**config.mk**
```make
export PLATFORM = sky130hd
export DESIGN_NAME = mem_access_unit
export DESIGN_NICKNAME = d
export VERILOG_FILES = /design/src/rtl/mem_access_unit.sv
export SDC_FILE = /design/constraint.sdc
export NUM_CORES = 1
export LEC_CHECK = 0
export CAP_MARGIN = 10
export CORE_ASPECT_RATIO = 0.7
export CORE_MARGIN = 3
export CORE_UTILIZATION = 51
export DETAILED_ROUTE_END_ITERATION = 8
export DONT_BUFFER_PORTS = 1
export GPL_ROUTABILITY_DRIVEN = 0
export PLACE_DENSITY = 0.66
export REMOVE_ABC_BUFFERS = 1
export SLEW_MARGIN = 15
export SYNTH_ARGS = -nofsm -noshare
export SYNTH_HDL_FRONTEND = slang
export SYNTH_SLANG_ARGS = --single-unit
```
**constraint.sdc**
```tcl
create_clock -name clk -period 5.3 [get_ports clk]
set_input_delay 1.06 -clock clk [delete_from_list [all_inputs] [get_ports clk]]
set_output_delay 1.06 -clock clk [all_outputs]
set_load 0.02 [all_outputs]
```
**src/rtl/mem_access_unit.sv**
```systemverilog
// Load/store controller in front of a single-port data memory with 1-cycle
// registered read latency. Handles one request at a time: word loads/stores
// go straight through, sub-word loads extract and extend a lane, and sub-word
// stores are done as read-modify-write.
module mem_access_unit #(
    parameter int ADDR = 16,
    parameter int WORD = 32
) (
    input  logic            clk,
    input  logic            rst,
    input  logic            req_valid,
    output logic            req_ready,
    input  logic            req_we,
    input  logic [ADDR-1:0] req_addr,
    input  logic [1:0]      req_off,
    input  logic [1:0]      req_size,
    input  logic            req_sext,
    input  logic [WORD-1:0] req_wdata,
    output logic            resp_valid,
    output logic [WORD-1:0] resp_rdata,
    output logic            resp_err,
    output logic [ADDR-1:0] mem_a,
    output logic            mem_w,
    output logic [WORD-1:0] mem_d,
    input  logic [WORD-1:0] mem_q
);

    localparam logic [2:0] S_IDLE = 3'd0;
    localparam logic [2:0] S_RD   = 3'd1;
    localparam logic [2:0] S_CAP  = 3'd2;
    localparam logic [2:0] S_WR   = 3'd3;
    localparam logic [2:0] S_RESP = 3'd4;

    localparam logic [1:0] SZ_BYTE = 2'b00;
    localparam logic [1:0] SZ_HALF = 2'b01;
    localparam logic [1:0] SZ_WORD = 2'b10;

    logic [2:0]      r_state;
    logic            r_we;
    logic [ADDR-1:0] r_addr;
    logic [1:0]      r_off;
    logic [1:0]      r_size;
    logic            r_sext;
    logic [WORD-1:0] r_wdata;
    logic            r_err;
    logic [WORD-1:0] r_merge;
    logic [WORD-1:0] r_rdata;

    logic            w_accept;
    logic            w_req_err;
    logic [4:0]      w_shift;
    logic [WORD-1:0] w_q_shifted;
    logic [WORD-1:0] w_load_val;
    logic [WORD-1:0] w_lane_mask;
    logic [WORD-1:0] w_lane_data;
    logic [WORD-1:0] w_merge_val;

    assign w_accept = req_valid && req_ready;

    // Classify the incoming request as illegal/misaligned.
    always_comb begin
        // NOTE: every always_comb output gets a default first so no path can infer a latch.
        w_req_err = 1'b0;
        case (req_size)
            SZ_BYTE: w_req_err = 1'b0;
            SZ_HALF: w_req_err = req_off[0];
            SZ_WORD: w_req_err = (req_off != 2'b00);
            default: w_req_err = 1'b1;
        endcase
    end

    // Little-endian lane offset in bits, shared by load extraction and store merge.
    assign w_shift     = {r_off, 3'b000};
    assign w_q_shifted = mem_q >> w_shift;

    // Right-align the addressed lane and extend it.
    always_comb begin
        w_load_val = mem_q;
        case (r_size)
            SZ_BYTE: w_load_val = {{24{r_sext & w_q_shifted[7]}},  w_q_shifted[7:0]};
            SZ_HALF: w_load_val = {{16{r_sext & w_q_shifted[15]}}, w_q_shifted[15:0]};
            default: w_load_val = mem_q;
        endcase
    end

    // Build the lane mask and positioned store data for the read-modify-write.
    always_comb begin
        w_lane_mask = 32'h0000_00FF << w_shift;
        w_lane_data = {24'b0, r_wdata[7:0]} << w_shift;
        if (r_size == SZ_HALF) begin
            w_lane_mask = 32'h0000_FFFF << w_shift;
            w_lane_data = {16'b0, r_wdata[15:0]} << w_shift;
        end
    end

    assign w_merge_val = (mem_q & ~w_lane_mask) | (w_lane_data & w_lane_mask);

    // Request FSM: latch on accept, then walk RD/CAP/WR as the request needs.
    always_ff @(posedge clk) begin
        if (!rst) begin
            r_state <= S_IDLE;
            r_we    <= 1'b0;
            r_addr  <= '0;
            r_off   <= 2'b00;
            r_size  <= 2'b00;
            r_sext  <= 1'b0;
            r_wdata <= '0;
            r_err   <= 1'b0;
            r_merge <= '0;
            r_rdata <= '0;
        end else begin
            // NOTE: state registers use non-blocking assignments so every flop samples pre-edge values.
            case (r_state)
                S_IDLE: begin
                    if (w_accept) begin
                        r_we    <= req_we;
                        r_addr  <= req_addr;
                        r_off   <= req_off;
                        r_size  <= req_size;
                        r_sext  <= req_sext;
                        r_wdata <= req_wdata;
                        r_err   <= w_req_err;
                        if (w_req_err) begin
                            r_rdata <= '0;
                            r_state <= S_RESP;
                        end else if (req_we && (req_size == SZ_WORD)) begin
                            r_state <= S_WR;
                        end else begin
                            r_state <= S_RD;
                        end
                    end
                end
                S_RD: r_state <= S_CAP;
                S_CAP: begin
                    if (r_we) begin
                        r_merge <= w_merge_val;
                        r_state <= S_WR;
                    end else begin
                        r_rdata <= w_load_val;
                        r_state <= S_RESP;
                    end
                end
                S_WR: begin
                    r_rdata <= '0;
                    r_state <= S_RESP;
                end
                S_RESP:  r_state <= S_IDLE;
                default: r_state <= S_IDLE;
            endcase
        end
    end

    assign req_ready  = (r_state == S_IDLE);
    assign resp_valid = (r_state == S_RESP);
    assign resp_err   = resp_valid && r_err;
    assign resp_rdata = r_rdata;
    assign mem_a      = r_addr;
    // Gate with rst so a reset landing mid-WR can never commit a write.
    assign mem_w      = rst && (r_state == S_WR);
    assign mem_d      = (r_size == SZ_WORD) ? r_wdata : r_merge;

endmodule

```
## Yosys cells after proc, flatten, opt, wreduce, memory -nomap -nowiden

Cells that the tools add are included.

| storage, ports and cells | value |
|---|---|
| bits in registers | 122 |
| output and inout port bits | 84 |
| input port bits | 89 |
| logic and storage cells | 58 |

| operators by class | value |
|---|---|
| muxes and demuxes | 14 |
| reduce and logical (&&, ||, !) cells | 12 |
| bitwise logic cells | 6 |
| shifts and indexed selects | 5 |
| eq/ne operators | 11 |

Operator list:

| cell | number |
|---|---|
| 2-to-1 mux 32 bit | 6 |
| case mux 32 bit (3 select lines) | 1 |
| AND 32 bit | 2 |
| case mux 32 bit (2 select lines) | 1 |
| NOT 32 bit | 1 |
| OR 32 bit | 1 |
| << shifter 16 x 5 -> 32 bit | 1 |
| << shifter 16 x 5 -> 32 bit, first input constant | 1 |
| << shifter 8 x 5 -> 32 bit | 1 |
| << shifter 8 x 5 -> 32 bit, first input constant | 1 |
| right shift 32 x 5 -> 16 bit | 1 |
| case mux 3 bit (4 select lines) | 1 |
| 2-to-1 mux 3 bit | 3 |
| == test 3 x 2 -> 1 bit, second input constant | 2 |
| == test 2 x 1 -> 1 bit, second input constant | 2 |
| == test 2 bit, second input constant | 2 |
| logical AND 1 bit | 4 |
| zero test 2 bit | 2 |
| != test 2 x 1 -> 1 bit, second input constant | 2 |
| AND reduction 2 bit | 2 |
| AND reduction 4 bit | 1 |
| == test 3 x 1 -> 1 bit, second input constant | 1 |
| == test 3 bit, second input constant | 1 |
| zero test 3 bit | 1 |
| other kinds (6) | 7 |

## Logic depth before layout (Yosys ltp)

| logic depth | value |
|---|---|
| depth in word-level cells | 6 |
| depth in mapped cells | 8 |
| mapped depth without buffers | 4 |

## Worst setup path before layout

OpenSTA, ideal clock, no wires.

| timing path | value |
|---|---|
| path type | input-to-reg |
| start | input port req_valid |
| end | register r_rdata[14] (netlist: resp_rdata[14]) |
| stages | 7 |
| data required time | 5.178 ns |
| data arrival time | 2.699 ns |
| library setup time | 0.122 ns |
| path slack | 2.479 ns |
| buffers on the path | 3 |
| path through | nor4b_4 > or3b_1 > buf_2 > and3_1 > buf_2 > buf_4 > a221o_1 |

| on the way | value |
|---|---|
| word-level cells in the longest chain between the ends | 3 |

RTL lines:

| what | RTL line | text |
|---|---|---|
| start, declared | 11 | `input logic req_valid,` |
| logical AND 1 bit | 58 | `assign w_accept = req_valid && req_ready;` |
| != test 2 x 1 -> 1 bit (no line) | -- |  |
| AND reduction 4 bit (no line) | -- |  |
| end signal, assigned | 139 | `r_rdata <= w_load_val;` |
| end, declared | 47 | `logic [WORD-1:0] r_rdata;` |

Every way passes these cells.
A chain may end at the register's enable or synchronous reset.

## Worst setup path after layout

| timing path | value |
|---|---|
| start | register r_size[1] |
| end | output port mem_d[29] |

| on the way | value |
|---|---|
| word-level cells in the longest chain between the ends | 2 |

RTL lines:

| what | RTL line | text |
|---|---|---|
| start, declared | 42 | `logic [1:0] r_size;` |
| start signal, assigned | 119 | `r_size <= req_size;` |
| == test 2 bit | 160 | `assign mem_d = (r_size == SZ_WORD) ? r_wdata : r_merge;` |
| 2-to-1 mux 32 bit | 160 |  |
| end, declared | 24 | `output logic [WORD-1:0] mem_d,` |

Every way passes these cells.

==> flow_metrics.tcl <==
set metrics [dict create \
    die_h_um 97.4 \
    worst_slew_pin_slew_ns 1.09 \
    htreeDepth 4 \
    cts_inserted_buffers 17 \
    syn_inst 699 \
    cts_hold_buf 0 \
    clock-sinks 122 \
    grt_pass1_wl_um 28100 \
    synth_most_common_cell "nand2_1" \
    yosys_warnings 0 \
    overflow 0 \
    clkSlewWorstSetupHoldPaths_ns 0.06 \
    drive_gt1_share_pct 13.8 \
    area_delta_synth_final_pct 11.5 \
    crit_path_max_fanout 32 \
    setup_tns_ns 0 \
    grt_max_degree 113 \
    critPathArrivalTime_ns 2.13 \
    fin_crit_sh_pct 60.3 \
    dp_slack_ns 2.38 \
    hold_ws_ns 0.461 \
    syn_area_sq_mm 0.00609 \
    status "completed" \
    sw_frac_of_total_pct 23.9 \
    yosys.area.top_type "dfxtp_1" \
    wire_per_inst_um 21.8 \
    ys_seq_elements 122 \
    vias 5280 \
    antenna_left 0 \
    synth_area_leaders "dfxtp_1 (40%), nand2_1 (10%), a21boi_0 (8.9%)" \
    remaining_drc_errors 0 \
    port_buffers 0 \
    wl_um 18100 \
    core_sq_mm 0.0113 \
    drtIter0Drc 556 \
    grt_use_total_pct 27.0 \
    seq_area_frac_synth_pct 40.1 \
    n_antenna_cell 0 \
    synth_edf_count 0 \
    synth-main-ff-cell "dfxtp_1" \
    fin_cells 829 \
    cts-root-buf "clkbuf_16" \
    setup_viol 0 \
    max_cap_violations 0 \
    cts_setup_buffers 0 \
    max_freq_mhz 313 \
    rsz0062_at_grt "no" \
    finalClockSkew_ns 0.0149 \
    internal_power_mw 1.90 \
    synth_cell_type_count 42 \
    routed_via_density 6.37 \
    leakagePower_nw 2.52 \
    slowest_stage "nand2b_2" \
    p_seq_share_pct 40.2 \
    p_clk_share_pct 50.2 \
    ir_worst_vdd_uv 216 \
    reg2reg_from "r_state[0]" \
    critPathRequiredTime_ns 4.24 \
    final_nets 753 \
    critPathKind "reg2out" \
    maxSlewViolCount 0 \
    max-slew-margin-rel_pct 26.8 \
    worstHoldStart "r_wdata[24]" \
    holdCritPathClass "reg2reg" \
    start_util_pct 53.7 \
    fin_ws_ns 2.11 \
    critPathLaunchType "flop" \
    finalCriticalPeriod_ns 3.19 \
    synth_top_cell_area_share_pct 40.1 \
    die_area_sq_mm 0.0133 \
    hold_viol 0 \
    clk_latency_ns 0.42 \
    nFillCells 1011 \
    async_reset_ff_share_pct 0 \
    cts.path.max_buffers 2 \
    dr.pass1.iters 6 \
    power_switching_mw 0.595 \
    io-pin-count 173 \
    die_w_um 137 \
    critPathMaxStageDelay_ns 0.55 \
    placed_cells 798 \
    synth_commonest_cells "nand2_1 (169), dfxtp_1 (122), a21boi_0 (72)" \
    syn_avg_cell_area_sq_um 8.71 \
    hpwl_um 12200 \
    antenna_found_initial 0 \
    power_frac_comb_pct 9.7 \
    postCtsResizedCells 0 \
    endpoint_kind "output port" \
    cp_cell_sequence "buf_4 -> nand2b_2 -> mux2_2" \
    grt_pass1_vias 5060 \
    cp-startpoint "r_size[1]" \
    cts_tree "built" \
    rows 32 \
    power_density_mw_per_mm2 367 \
]
[worst max-delay path, delay by kind of cell (launching register included)]
kind	cells	cell delay, ns
buffers and inverters	1	0.29
flip-flops	1	0.31
multiplexers	1	0.55
AND/OR/NAND/NOR	1	0.55
[worst paths after layout]
check / end / slack [ns] / depth (start not counted)
setup / recovery: mem_d[29] / 2.11 / 3
hold / removal: r_wdata[24] / 0.46 / 2
hold reg to reg: r_wdata[24] / 0.46 / 2
setup reg to reg: mem_a[6] / 2.73 / 4
[layout make-up]
| cell class | count | area [sq um] | share of cell area, % |
|---|---|---|---|
| clock buffers | 24 | 512 | 7.54 |
| inverters | 4 | 15.0 | 0.221 |
| repair buffers | 13 | 97.6 | 1.44 |
| flip-flops and latches | 122 | 2440 | 36.0 |
| multi-input cells | 506 | 3390 | 50.0 |
| well taps | 153 | 191 | 2.82 |
| clock inverters | 7 | 135 | 1.99 |
[sequential cells by signal, indices dropped and copies added (netlist names)]
signal      flops
r_we            1
r_off           2
r_wdata        32
resp_rdata     32
r_err           1
r_size          2
r_state         3
r_merge        32
r_sext          1
mem_a          16
[power by group through the flow]
stage / clock network, mW / registers (mW) / logic, mW
final: 1.25 / 1.00 / 0.241
after global routing: 1.31 / 1.01 / 0.268
after global placement: 0 / 1.02 / 0.231
after detailed placement: 0 / 1.02 / 0.239
after floorplan: 0 / 1.02 / 0.163
after CTS: 1.27 / 1.00 / 0.241
[through the flow]
| stage | instance area (sq um) | power (mW) | util (%) |
|---|---|---|---|
| after floorplan | 5830 | 1.19 | - |
| after global placement | 6140 | 1.25 | 54.2 |
| after detailed placement | 6140 | 1.26 | 54.2 |
| after CTS | 6790 | 2.51 | 59.9 |
| after global routing | 6790 | 2.59 | 59.9 |
| final | 6790 | 2.49 | 59.9 |
[kinds of logic (layout without fill, tap and decap cells)]
| family | after synthesis | after routing | synth area share (%) |
|---|---|---|---|
| AO/OA/AOI/OAI | 229 | 229 | 28.7 |
| AND/OR/NAND/NOR | 224 | 224 | 16.9 |
| flip-flops | 122 | 122 | 40.1 |
| multiplexers | 53 | 53 | 9.79 |
| buffers and inverters | 71 | 48 | 4.50 |
[metal layers]
metal	share of wire, %	wire, um	track usage (%)	vias to the layer above
li1	-	-	-	2479
met1	42	7620	34.8	2547
met2	44	7980	40.0	234
met3	13	2290	13.3	20
met4	1.1	192	7.36	0
met5	0	0	0	-
[cells in the final DEF (no fill, tap or decap), types with 2 or more instances in the layout]
| master | instances |
|---|---|
| nand3b_1 | 2 |
| a21boi_0 | 72 |
| nor3b_1 | 3 |
| nand2b_1 | 2 |
| o211a_1 | 8 |
| mux2_2 | 42 |
| clkbuf_8 | 6 |
| dfxtp_1 | 121 |
| clkinv_2 | 3 |
| a221oi_1 | 7 |
| a221o_1 | 8 |
| clkbuf_16 | 17 |
| o21ai_0 | 25 |
| inv_1 | 4 |
| and3_1 | 10 |
| nor2b_1 | 6 |
| nand4bb_1 | 8 |
| o211ai_1 | 25 |
| a32o_1 | 16 |
| a21oi_1 | 12 |
| a22oi_1 | 7 |
| nor3_1 | 3 |
| nor2_1 | 5 |
| nand3_1 | 8 |
| mux2i_1 | 10 |
| buf_4 | 13 |
| bufinv_16 | 4 |
| o21a_1 | 18 |
| a22o_1 | 9 |
| o2111ai_1 | 17 |
| nand2_1 | 168 |
Note: power is estimated with default switching activity, not from simulation.
